[src/rtl/sm3_blk_collect_pkg.sv]
// sm3_blk_collect_pkg: shared configuration for the SM3 block collector.
//   SM3_BLK_W    - compression block width (512)
//   SM3_INPT_DW  - default padded-stream word width (32 or 64)
//   NUM_BUF      - number of ping-pong block buffers
//   buf_st_e     - per-buffer occupancy state
//   beats_of()   - beats per block for a given stream width
package sm3_blk_collect_pkg;
  localparam int SM3_BLK_W   = 512;
  localparam int SM3_INPT_DW = 64;
  localparam int NUM_BUF     = 2;

  typedef enum logic [1:0] {
    BUF_FREE = 2'd0,
    BUF_FILL = 2'd1,
    BUF_FULL = 2'd2
  } buf_st_e;

  function automatic int beats_of(input int dw);
    return SM3_BLK_W / dw;
  endfunction
endpackage

[src/rtl/sm3_blk_collect_if.sv]
// sm3_blk_collect_if: padder stream in, assembled block out, sticky errors.
//   slave  - the collector (consumes pad_*, produces blk_* / err_*)
//   master - the environment (padder + compression core)
interface sm3_blk_collect_if
  import sm3_blk_collect_pkg::*;
#(
  parameter int INPT_DW = SM3_INPT_DW
);
  logic [INPT_DW-1:0]   pad_d_i;
  logic                 pad_vld_i;
  logic                 pad_lst_i;
  logic                 pad_ena_o;
  logic [SM3_BLK_W-1:0] blk_d_o;
  logic                 blk_vld_o;
  logic                 blk_lst_o;
  logic                 blk_rdy_i;
  logic                 err_algn_o;
  logic                 err_ovf_o;

  modport slave (
    input  pad_d_i, pad_vld_i, pad_lst_i, blk_rdy_i,
    output pad_ena_o, blk_d_o, blk_vld_o, blk_lst_o, err_algn_o, err_ovf_o
  );

  modport master (
    output pad_d_i, pad_vld_i, pad_lst_i, blk_rdy_i,
    input  pad_ena_o, blk_d_o, blk_vld_o, blk_lst_o, err_algn_o, err_ovf_o
  );
endinterface

[src/rtl/sm3_blk_buf.sv]
// sm3_blk_buf: one 512-bit block buffer.
//   wr_en/slot/wr_d - write one beat into slot (slot 0 = bits 511 downward)
//   close/lst_in    - this write finishes the block; capture the message-last flag
//   free            - block consumed, return to FREE
//   blk_d/blk_lst   - stored block and its last flag
//   st/st_nxt       - current and next occupancy state
module sm3_blk_buf
  import sm3_blk_collect_pkg::*;
#(
  parameter  int INPT_DW = SM3_INPT_DW,
  localparam int BEATS   = beats_of(INPT_DW),
  localparam int SLOT_W  = $clog2(BEATS)
) (
  input  logic                 clk,
  input  logic                 rst,
  input  logic                 wr_en,
  input  logic [SLOT_W-1:0]    slot,
  input  logic [INPT_DW-1:0]   wr_d,
  input  logic                 close,
  input  logic                 lst_in,
  input  logic                 free,
  output logic [SM3_BLK_W-1:0] blk_d,
  output logic                 blk_lst,
  output buf_st_e              st,
  output buf_st_e              st_nxt
);
  // Writes never target a FULL buffer and free only hits a FULL one,
  // so the two never collide.
  always_comb begin
    st_nxt = st;
    if (free)       st_nxt = BUF_FREE;
    else if (wr_en) st_nxt = close ? BUF_FULL : BUF_FILL;
  end

  always_ff @(posedge clk) begin
    if (rst) begin
      st      <= BUF_FREE;
      blk_d   <= '0;
      blk_lst <= 1'b0;
    end else begin
      st <= st_nxt;
      if (wr_en) begin
        // The first beat of a block zeroes every other slot, so a block
        // closed early by a misplaced last beat carries a zero tail.
        for (int s = 0; s < BEATS; s++) begin
          if (SLOT_W'(s) == slot)
            blk_d[SM3_BLK_W-1-s*INPT_DW -: INPT_DW] <= wr_d;
          else if (slot == '0)
            blk_d[SM3_BLK_W-1-s*INPT_DW -: INPT_DW] <= '0;
        end
        if (close) blk_lst <= lst_in;
      end
    end
  end
endmodule

[src/rtl/sm3_blk_collect.sv]
// sm3_blk_collect: packs the padded SM3 stream into 512-bit blocks using
// two ping-pong buffers and hands them to the compression core.
//   clk, rst - clock, synchronous active-high reset
//   bus      - slave side of sm3_blk_collect_if (pad stream in, blocks out,
//              padder back-pressure, sticky alignment/overflow errors)
module sm3_blk_collect
  import sm3_blk_collect_pkg::*;
#(
  parameter int INPT_DW = SM3_INPT_DW
) (
  input  logic             clk,
  input  logic             rst,
  sm3_blk_collect_if.slave bus
);
  localparam int BEATS  = beats_of(INPT_DW);
  localparam int SLOT_W = $clog2(BEATS);

  logic                                wr_sel, rd_sel;
  logic [SLOT_W-1:0]                   beat_cnt;
  logic [NUM_BUF-1:0][SM3_BLK_W-1:0]   buf_d;
  logic [NUM_BUF-1:0]                  buf_lst, buf_wr, buf_free;
  buf_st_e                             buf_st     [NUM_BUF];
  buf_st_e                             buf_st_nxt [NUM_BUF];
  logic                                at_end, wr_full, wr_ok, close, hs, wr_sel_nxt;

  assign at_end     = (beat_cnt == SLOT_W'(BEATS-1));
  assign wr_full    = (buf_st[wr_sel] == BUF_FULL);
  assign wr_ok      = bus.pad_vld_i && !wr_full;
  // A misplaced last beat still closes the block so the next message
  // starts on a block boundary.
  assign close      = wr_ok && (at_end || bus.pad_lst_i);
  assign hs         = bus.blk_vld_o && bus.blk_rdy_i;
  assign wr_sel_nxt = close ? ~wr_sel : wr_sel;

  for (genvar b = 0; b < NUM_BUF; b++) begin : g_buf
    assign buf_wr[b]   = wr_ok && (wr_sel == 1'(b));
    assign buf_free[b] = hs && (rd_sel == 1'(b));

    sm3_blk_buf #(.INPT_DW(INPT_DW)) u_buf (
      .clk     (clk),
      .rst     (rst),
      .wr_en   (buf_wr[b]),
      .slot    (beat_cnt),
      .wr_d    (bus.pad_d_i),
      .close   (close),
      .lst_in  (bus.pad_lst_i),
      .free    (buf_free[b]),
      .blk_d   (buf_d[b]),
      .blk_lst (buf_lst[b]),
      .st      (buf_st[b]),
      .st_nxt  (buf_st_nxt[b])
    );
  end

  assign bus.blk_vld_o = (buf_st[rd_sel] == BUF_FULL);
  assign bus.blk_d_o   = buf_d[rd_sel];
  assign bus.blk_lst_o = bus.blk_vld_o && buf_lst[rd_sel];

  always_ff @(posedge clk) begin
    if (rst) begin
      wr_sel         <= 1'b0;
      rd_sel         <= 1'b0;
      beat_cnt       <= '0;
      bus.pad_ena_o  <= 1'b0;
      bus.err_algn_o <= 1'b0;
      bus.err_ovf_o  <= 1'b0;
    end else begin
      if (close) begin
        beat_cnt <= '0;
        wr_sel   <= ~wr_sel;
      end else if (wr_ok) begin
        beat_cnt <= beat_cnt + 1'b1;
      end
      if (hs) rd_sel <= ~rd_sel;
      if (bus.pad_vld_i && wr_full)             bus.err_ovf_o  <= 1'b1;
      if (wr_ok && bus.pad_lst_i && !at_end)    bus.err_algn_o <= 1'b1;
      // Look ahead at the buffer the next beat will land in, including this
      // cycle's write and handshake; a FILL target keeps enable high.
      bus.pad_ena_o <= (buf_st_nxt[wr_sel_nxt] != BUF_FULL);
    end
  end
endmodule

[src/flat_wrapper.sv]
// flat-port wrapper written by rule: the top's interface ports become plain ports
module sm3_blk_collect_flat import sm3_blk_collect_pkg::*;
#(
  parameter int INPT_DW = SM3_INPT_DW
)
  (clk, rst, bus_pad_d_i, bus_pad_vld_i, bus_pad_lst_i, bus_blk_rdy_i, bus_pad_ena_o, bus_blk_d_o, bus_blk_vld_o, bus_blk_lst_o, bus_err_algn_o, bus_err_ovf_o);
  sm3_blk_collect_if #(.INPT_DW(INPT_DW)) bus_i ();
  input  logic clk;
  input  logic rst;
  input wire logic [$bits(bus_i.pad_d_i)-1:0] bus_pad_d_i;
  input wire logic [$bits(bus_i.pad_vld_i)-1:0] bus_pad_vld_i;
  input wire logic [$bits(bus_i.pad_lst_i)-1:0] bus_pad_lst_i;
  input wire logic [$bits(bus_i.blk_rdy_i)-1:0] bus_blk_rdy_i;
  output wire logic [$bits(bus_i.pad_ena_o)-1:0] bus_pad_ena_o;
  output wire logic [$bits(bus_i.blk_d_o)-1:0] bus_blk_d_o;
  output wire logic [$bits(bus_i.blk_vld_o)-1:0] bus_blk_vld_o;
  output wire logic [$bits(bus_i.blk_lst_o)-1:0] bus_blk_lst_o;
  output wire logic [$bits(bus_i.err_algn_o)-1:0] bus_err_algn_o;
  output wire logic [$bits(bus_i.err_ovf_o)-1:0] bus_err_ovf_o;
  assign bus_i.pad_d_i = bus_pad_d_i;
  assign bus_i.pad_vld_i = bus_pad_vld_i;
  assign bus_i.pad_lst_i = bus_pad_lst_i;
  assign bus_i.blk_rdy_i = bus_blk_rdy_i;
  assign bus_pad_ena_o = bus_i.pad_ena_o;
  assign bus_blk_d_o = bus_i.blk_d_o;
  assign bus_blk_vld_o = bus_i.blk_vld_o;
  assign bus_blk_lst_o = bus_i.blk_lst_o;
  assign bus_err_algn_o = bus_i.err_algn_o;
  assign bus_err_ovf_o = bus_i.err_ovf_o;
  sm3_blk_collect #(.INPT_DW(INPT_DW)) u_core (.clk(clk), .rst(rst), .bus(bus_i));
endmodule
[config.mk]
export PLATFORM = sky130hd
export DESIGN_NAME = sm3_blk_collect_flat
export DESIGN_NICKNAME = d
export VERILOG_FILES = /design/src/rtl/sm3_blk_collect_pkg.sv /design/src/rtl/sm3_blk_collect_if.sv /design/src/rtl/sm3_blk_buf.sv /design/src/rtl/sm3_blk_collect.sv /design/src/flat_wrapper.sv
export SDC_FILE = /design/constraint.sdc
export NUM_CORES = 2
export LEC_CHECK = 0
export CORE_MARGIN = 3
export CORE_UTILIZATION = 50
export CTS_CLUSTER_SIZE = 12
export DETAILED_ROUTE_END_ITERATION = 16
export GPL_TIMING_DRIVEN = 0
export PLACE_DENSITY = 0.87
export SKIP_CTS_REPAIR_TIMING = 1
export SKIP_LAST_GASP = 1
export SLEW_MARGIN = 10
export SYNTH_ARGS = -nofsm -noshare
export SYNTH_HDL_FRONTEND = slang
export SYNTH_SLANG_ARGS = --single-unit
[constraint.sdc]
create_clock -name clk -period 1.8 [get_ports clk]
set_clock_uncertainty 0.05 [all_clocks]
set_input_delay 0.36 -clock clk [delete_from_list [all_inputs] [get_ports clk]]
set_output_delay 0.36 -clock clk [all_outputs]
set_load 0.02 [all_outputs]
-- Word-level counts from Yosys, hierarchy flattened
Cells that the tools add are included.
- word-level logic and storage cells: 115
- input port bits: 69
- bits in registers: 1038
- output and inout port bits: 517
- bitwise operators: 5
- equal/unequal tests: 11
- $add $sub $neg: 1
- reduce and logical (&&, ||, !) cells: 41
- $lt $le $gt $ge: 4
- mux-type cells: 27
- operators with widths (cell ; number):
    $mux 512 ; 2
    $mux 64 ; 8
    $reduce_and 2->1 ; 18
    $mux 2 ; 14
    $reduce_bool 2->1 ; 7
    $eq 3x3->1 const A ; 4
    $logic_and 1x1->1 ; 11
    $eq 2x3->1 const A ; 2
    $ge 2x2->1 const B ; 3
    $not 1->2 ; 3
    $eq 2x2->1 const B ; 2
    $add 3x1->3 const B ; 1
    $eq 1x3->1 const A ; 1
    $eq 3x3->1 const B ; 1
    $logic_not 3->1 ; 1
    $mux 1 ; 3
    $logic_not 1->1 ; 2
    $lt 1x2->1 const B ; 1
    $ne 2x2->1 const B ; 1
    $not 1->1 ; 2
    $reduce_or 2->1 ; 1
    $logic_or 1x1->1 ; 1

-- Depth between registers and ports, before layout
- word-level depth: 15
- depth in mapped cells: 10
- mapped depth without buffers: 6

-- By module
From an unflattened synthesis, not the netlist that was laid out.
- cell total of the unflattened synthesis: 4875
- area total of the unflattened synthesis: 44655.3 µm²
- by module, submodules not included (module ; cells each ; instances ; area an instance (µm²)):
    sm3_blk_buf ; 2125 ; 2 ; 19078.3
    sm3_blk_collect ; 625 ; 1 ; 6498.7

-- Worst setup path after synthesis
Ideal clock, no wire load.
- kind: reg2reg
- start: reg u_core.beat_cnt[0]
- end: reg u_core.g_buf[1].u_buf.blk_d[316]
- arrival: 1727 ps
- path slack: -45 ps
- cell stages (with the launch flop): 10
- data required time: 1683 ps
- path through: dfxtp_1 inv_1 ha_1 buf_2 nor2b_1 buf_2 o211ai_2 buf_2 a22oi_1 nor2_1
- word-level cells in the longest chain between the ends: 3
- RTL lines (item ; RTL line ; source):
    from (decl) ; sm3_blk_collect.sv:19 ; logic [SLOT_W-1:0] beat_cnt;
    from (signal assigned) ; sm3_blk_collect.sv:72 ; beat_cnt <= beat_cnt + 1'b1;
    $eq 2x3->1 / $logic_not 3->1 (equally long branches) ; sm3_blk_buf.sv:46, sm3_blk_buf.sv:48 ;
    $reduce_bool 2->1 (no line) ; - ;
    $reduce_and 2->1 (no line) ; - ;
    to (signal, indexed assignment) ; sm3_blk_buf.sv:47 ; blk_d[SM3_BLK_W-1-s*INPT_DW -: INPT_DW] <= wr_d;
    to (decl) ; sm3_blk_buf.sv:22 ; output logic [SM3_BLK_W-1:0] blk_d,
Parallel ways exist; a longest one is shown, timed or not.
A chain may end at the register's enable or synchronous reset.

-- Worst setup path after layout
- start: reg u_core.rd_sel
- end: out bus_blk_d_o[283]
- word-level cells in the longest chain between the ends: 2
- RTL lines (item ; RTL line ; source):
    from (decl) ; sm3_blk_collect.sv:18 ; logic wr_sel, rd_sel;
    from (signal assigned) ; sm3_blk_collect.sv:74 ; if (hs) rd_sel <= ~rd_sel;
    $mux 512 (not written as such) (2 in a row) ; sm3_blk_collect.sv:56 ; assign bus.blk_d_o = buf_d[rd_sel];
    to (decl) ; flat_wrapper.sv:15 ; output wire logic [$bits(bus_i.blk_d_o)-1:0] bus_blk_d_o;
No other way between the ends. The select of a mux whose other input is x is not followed.

==> summary.md <==
| Metric | Value |
|---|---|
| Outcome | `complete, but fails checks` |
| Violations in the final reports | `hold timing, setup timing` |
| Avg Vias per Cell | `between 6 and 7` |
| Global-route wire length before repair | `approximately 250000 µm` |
| Antenna violation net count after detailed routing | `0` |
| Sink count of the clock tree | `a little over 1000` |
| Number of slew-limit violations in the final report | `0` |
| Die span in y | `between 200 and 300 µm` |
| Launching point of the worst reg2reg path | `u_core.beat_cnt[2]$_SDFFE_PP0N_` |
| Vias in the first global route | `about 38000` |
| Achievable Freq | `approximately 340 MHz` |
| Worst-margin pin slew | `approximately 1.4 ns` |
| Dominant cell type by area after synthesis | `dfxtp_1` |
| Worst slew slack as a fraction of its limit | `0.0590` |
| I/O pin count | `a little under 600` |
| Iter 0 DRT Violations | `6138` |
| H-tree levels | `3` |
| Reg-to-reg endpoint | `u_core.g_buf[1].u_buf.blk_d[270]$_SDFFE_PP0P_` |
| Levels on crit path | `4` |
| Register bit count reported by yosys | `between 1000 and 1500` |
| Buffer type at the clock tree root | `clkbuf_16` |
| Number of standard-cell rows in the floorplan | `106` |
| Total Routing Usage GR | `0.371` |
| Total design power | `49.7 mW` |
| FFs w/ async S/R, synth | `0` |
| Setup slack, reg-to-reg | `-1.15 ns` |
| Min cycle time layout | `between 2 and 3 ns` |
| Library cells used by synthesis | `between 40 and 50` |
| Most used flip-flop cell after synthesis | `dfxtp_1` |
| Layout cell share with drive strength beyond 1 | `0.210` |
| Avg Cell Area, Syn | `just over 9 µm²` |
| Proportion of netlist area held by the largest area contributor | `0.489` |
| Starting utilization of the core area | `0.506` |
| Capture point of the worst path | `bus_blk_d_o[283]` |
| Post-Synthesis Net Count | `~4700` |
| Total gr overflow | `0` |
| Crit Path Category | `reg2out` |
| CTS clock-pin slew for the worst setup and hold paths | `0.06 ns` |
| Biggest cell delay along the critical path | `about 0.58 ns` |
| Netlist Area Pre-Place | `approximately 42000 µm²` |
| Count of buffering cells on the critical path with inverters included | `3` |
| Total wire length after detailed routing | `around 180000 µm` |
| Average detailed-routed wire length per instance | `27.5 µm` |
| Kind of end point of the critical path | `output port` |
| Power per cell area | `914 nW/µm²` |
| Final setup margin | `-1.17 ns` |
| Launching element of the worst setup path | `u_core.rd_sel$_SDFFE_PP0N_` |
| Drt pass-1 iters | `10` |
| TritonCTS Buffers | `roughly 110` |
| Data arrival, critical path | `2.56 ns` |
| Initial antenna violation count | `31` |
| Final-stage net count | `5393` |
| Clock buffer depth | `3` |
| EDFF count, synth | `0` |
| Overall die area | `88500 µm²` |
| Critical path cell sequence | `buf_12 -> buf_6 -> mux2_2 -> clkdlybuf4s50_1` |
| Count leader, synth | `dfxtp_1` |
| Fin. Hold Viols | `1` |
| Vias after detailed routing | `41600` |
| Final core occ | `0.647` |
| CTS tree | `done` |
| DIE WIDTH | `approximately 300 µm` |
| Setup repair after global routing missed its margin | `yes` |
| HPWL Detailed | `between 100000 and 150000 µm` |
| Leakage power of the design | `25.2 nW` |
| Placer Congestion | `just over 0.9` |
| Clock network latency to the later pin of the worst-skew pair | `approximately 0.67 ns` |
| Count of cells along the worst register-to-register path | `9` |
| Pin count of the biggest net entering global routing | `15` |
| Worst ir drop on vdd | `approximately 0.80 mV` |
| Cell with the biggest individual delay on the critical path | `clkdlybuf4s50_1` |
| Synth cell count leaders | `dfxtp_1 (1038), nor2_1 (618), a22oi_1 (601)` |
| Period Utilization, post-route | `1.65` |
| Placeable core area | `84000 µm²` |
| Final-report setup violation count | `around 1500` |
| Number of design rule violations left after detail routing | `0` |
| Worst setup SP type | `register` |
| Min-delay worst type | `in2reg` |
| Ranking of synthesized cells by area | `dfxtp_1 (49%), mux2_2 (14%), a22oi_1 (11%)` |
| Syn Inst Count | `approximately 4600` |
| Synth warn | `0` |
| Area Overhead vs Synth | `27.9%` |
| Family of cells with the greatest summed delay on the critical path | `buffers and inverters` |
| Sequential share of the synthesized area | `0.489` |
| Worst Path Required | `between 1 and 1.5 ns` |
| Min Hold Slack | `-0.00117 ns` |
| Number of max-capacitance violations reported | `0` |
| Count of input and output buffers | `520` |
| Crit-path max FO | `10` |
[power by group]
part / internal, mW / leakage (nW) / switching [mW]
Combinational: 1.42 / 15.3 / 3.75
Sequential: 23.2 / 8.37 / 0.130
Clock: 11.9 / 1.55 / 9.33
[registers in the layout, indices dropped and copies added, names as in the netlist]
register / flops
u_core.g_buf.u_buf.blk_d: 1024
u_core.bus.err_algn_o: 1
u_core.g_buf.u_buf.st: 4
u_core.g_buf.u_buf.blk_lst: 2
u_core.beat_cnt: 3
u_core.bus.pad_ena_o: 1
u_core.wr_sel: 1
u_core.bus.err_ovf_o: 1
u_core.rd_sel: 1
[logic make-up (layout without fill, tap and decap cells)]
family / count (synthesis) / after routing / synth area share
simple gates: 1483 / 1483 / 0.147
buf+inv: 547 / 1282 / 0.0581
flops: 1038 / 1038 / 0.489
other cells: 0 / 25 / 0
compound gates: 1051 / 1051 / 0.167
mux: 516 / 516 / 0.137
fa+ha+maj: 6 / 6 / 0.00177
[cell type report]
type	instances	area (µm²)
diodes	25	62.6
plain buffers	541	2890
clock buffers	147	2940
clock inverters	18	248
fillers	6316	29600
inverters	5	18.8
multi-input cells	3056	19400
flip-flops and latches	1038	20800
well taps	1134	1420
repair buffers	571	6530
[through the flow]
| stage | instance area, µm² | TNS, ns | std cells | worst slack (ns) |
|---|---|---|---|---|
| 6_report | 54300 | -1210.68 | 6535 | -1.17 |
| 5_1_grt | 54300 | -1286.18 | 6515 | -1.18 |
| 4_1_cts | 52400 | -1809.81 | 6467 | -2.28 |
| 3_5_place_dp | 49200 | -1712.34 | 6302 | -1.53 |
| 3_3_place_gp | 49100 | -1852.13 | 6295 | -1.82 |
| 2_1_floorplan | 42500 | 0 | 4641 | 0.00253 |
[layer usage]
metal	part of all wire	global-route usage	vias up	wire length, µm
met5	0.00028	0	-	51
met2	0.43	0.555	3433	78300
met3	0.13	0.0955	732	22900
met4	0.077	0.262	10	13900
li1	-	-	17500	-
met1	0.36	0.465	19900	64900
[tightest hold or removal path, stage by stage]
cell and delay, ns:
buf_2 0.17, a22oi_2 0.10, nor2_2 0.06
[placed cells by master, fill, tap and decap left out, types with 94 or more instances in the layout]
cell type / count
nand2_1: 525
nand3_1: 262
clkbuf_1: 270
buf_6: 94
clkbuf_16: 112
a21oi_1: 393
a22oi_1: 601
dfxtp_1: 1036
dlymetal6s2s_1: 318
clkdlybuf4s50_1: 134
buf_2: 179
mux2_2: 467
nor2_1: 618
[worst min path at each step]
stage	slack, ns	depth (start not counted)	to	from
after global routing	0.02	3	u_core.g_buf[0].u_buf.blk_d[193]$_SDFFE_PP0P_	bus_pad_d_i[1]
final	-0.001	3	u_core.g_buf[1].u_buf.blk_d[384]$_SDFFE_PP0P_	bus_pad_d_i[0]
after floorplan	0.38	2	u_core.g_buf[1].u_buf.blk_d[0]$_SDFFE_PP0P_	u_core.g_buf[1].u_buf.blk_d[0]$_SDFFE_PP0P_
after detailed placement	0.39	2	u_core.g_buf[0].u_buf.blk_d[31]$_SDFFE_PP0P_	u_core.g_buf[0].u_buf.blk_d[31]$_SDFFE_PP0P_
after global placement	0.39	2	u_core.bus.err_algn_o$_SDFFE_PP0P_	u_core.bus.err_algn_o$_SDFFE_PP0P_
after CTS	-0.02	3	u_core.g_buf[1].u_buf.blk_d[191]$_SDFFE_PP0P_	bus_pad_d_i[63]
(Power assumes the default switching activity.)
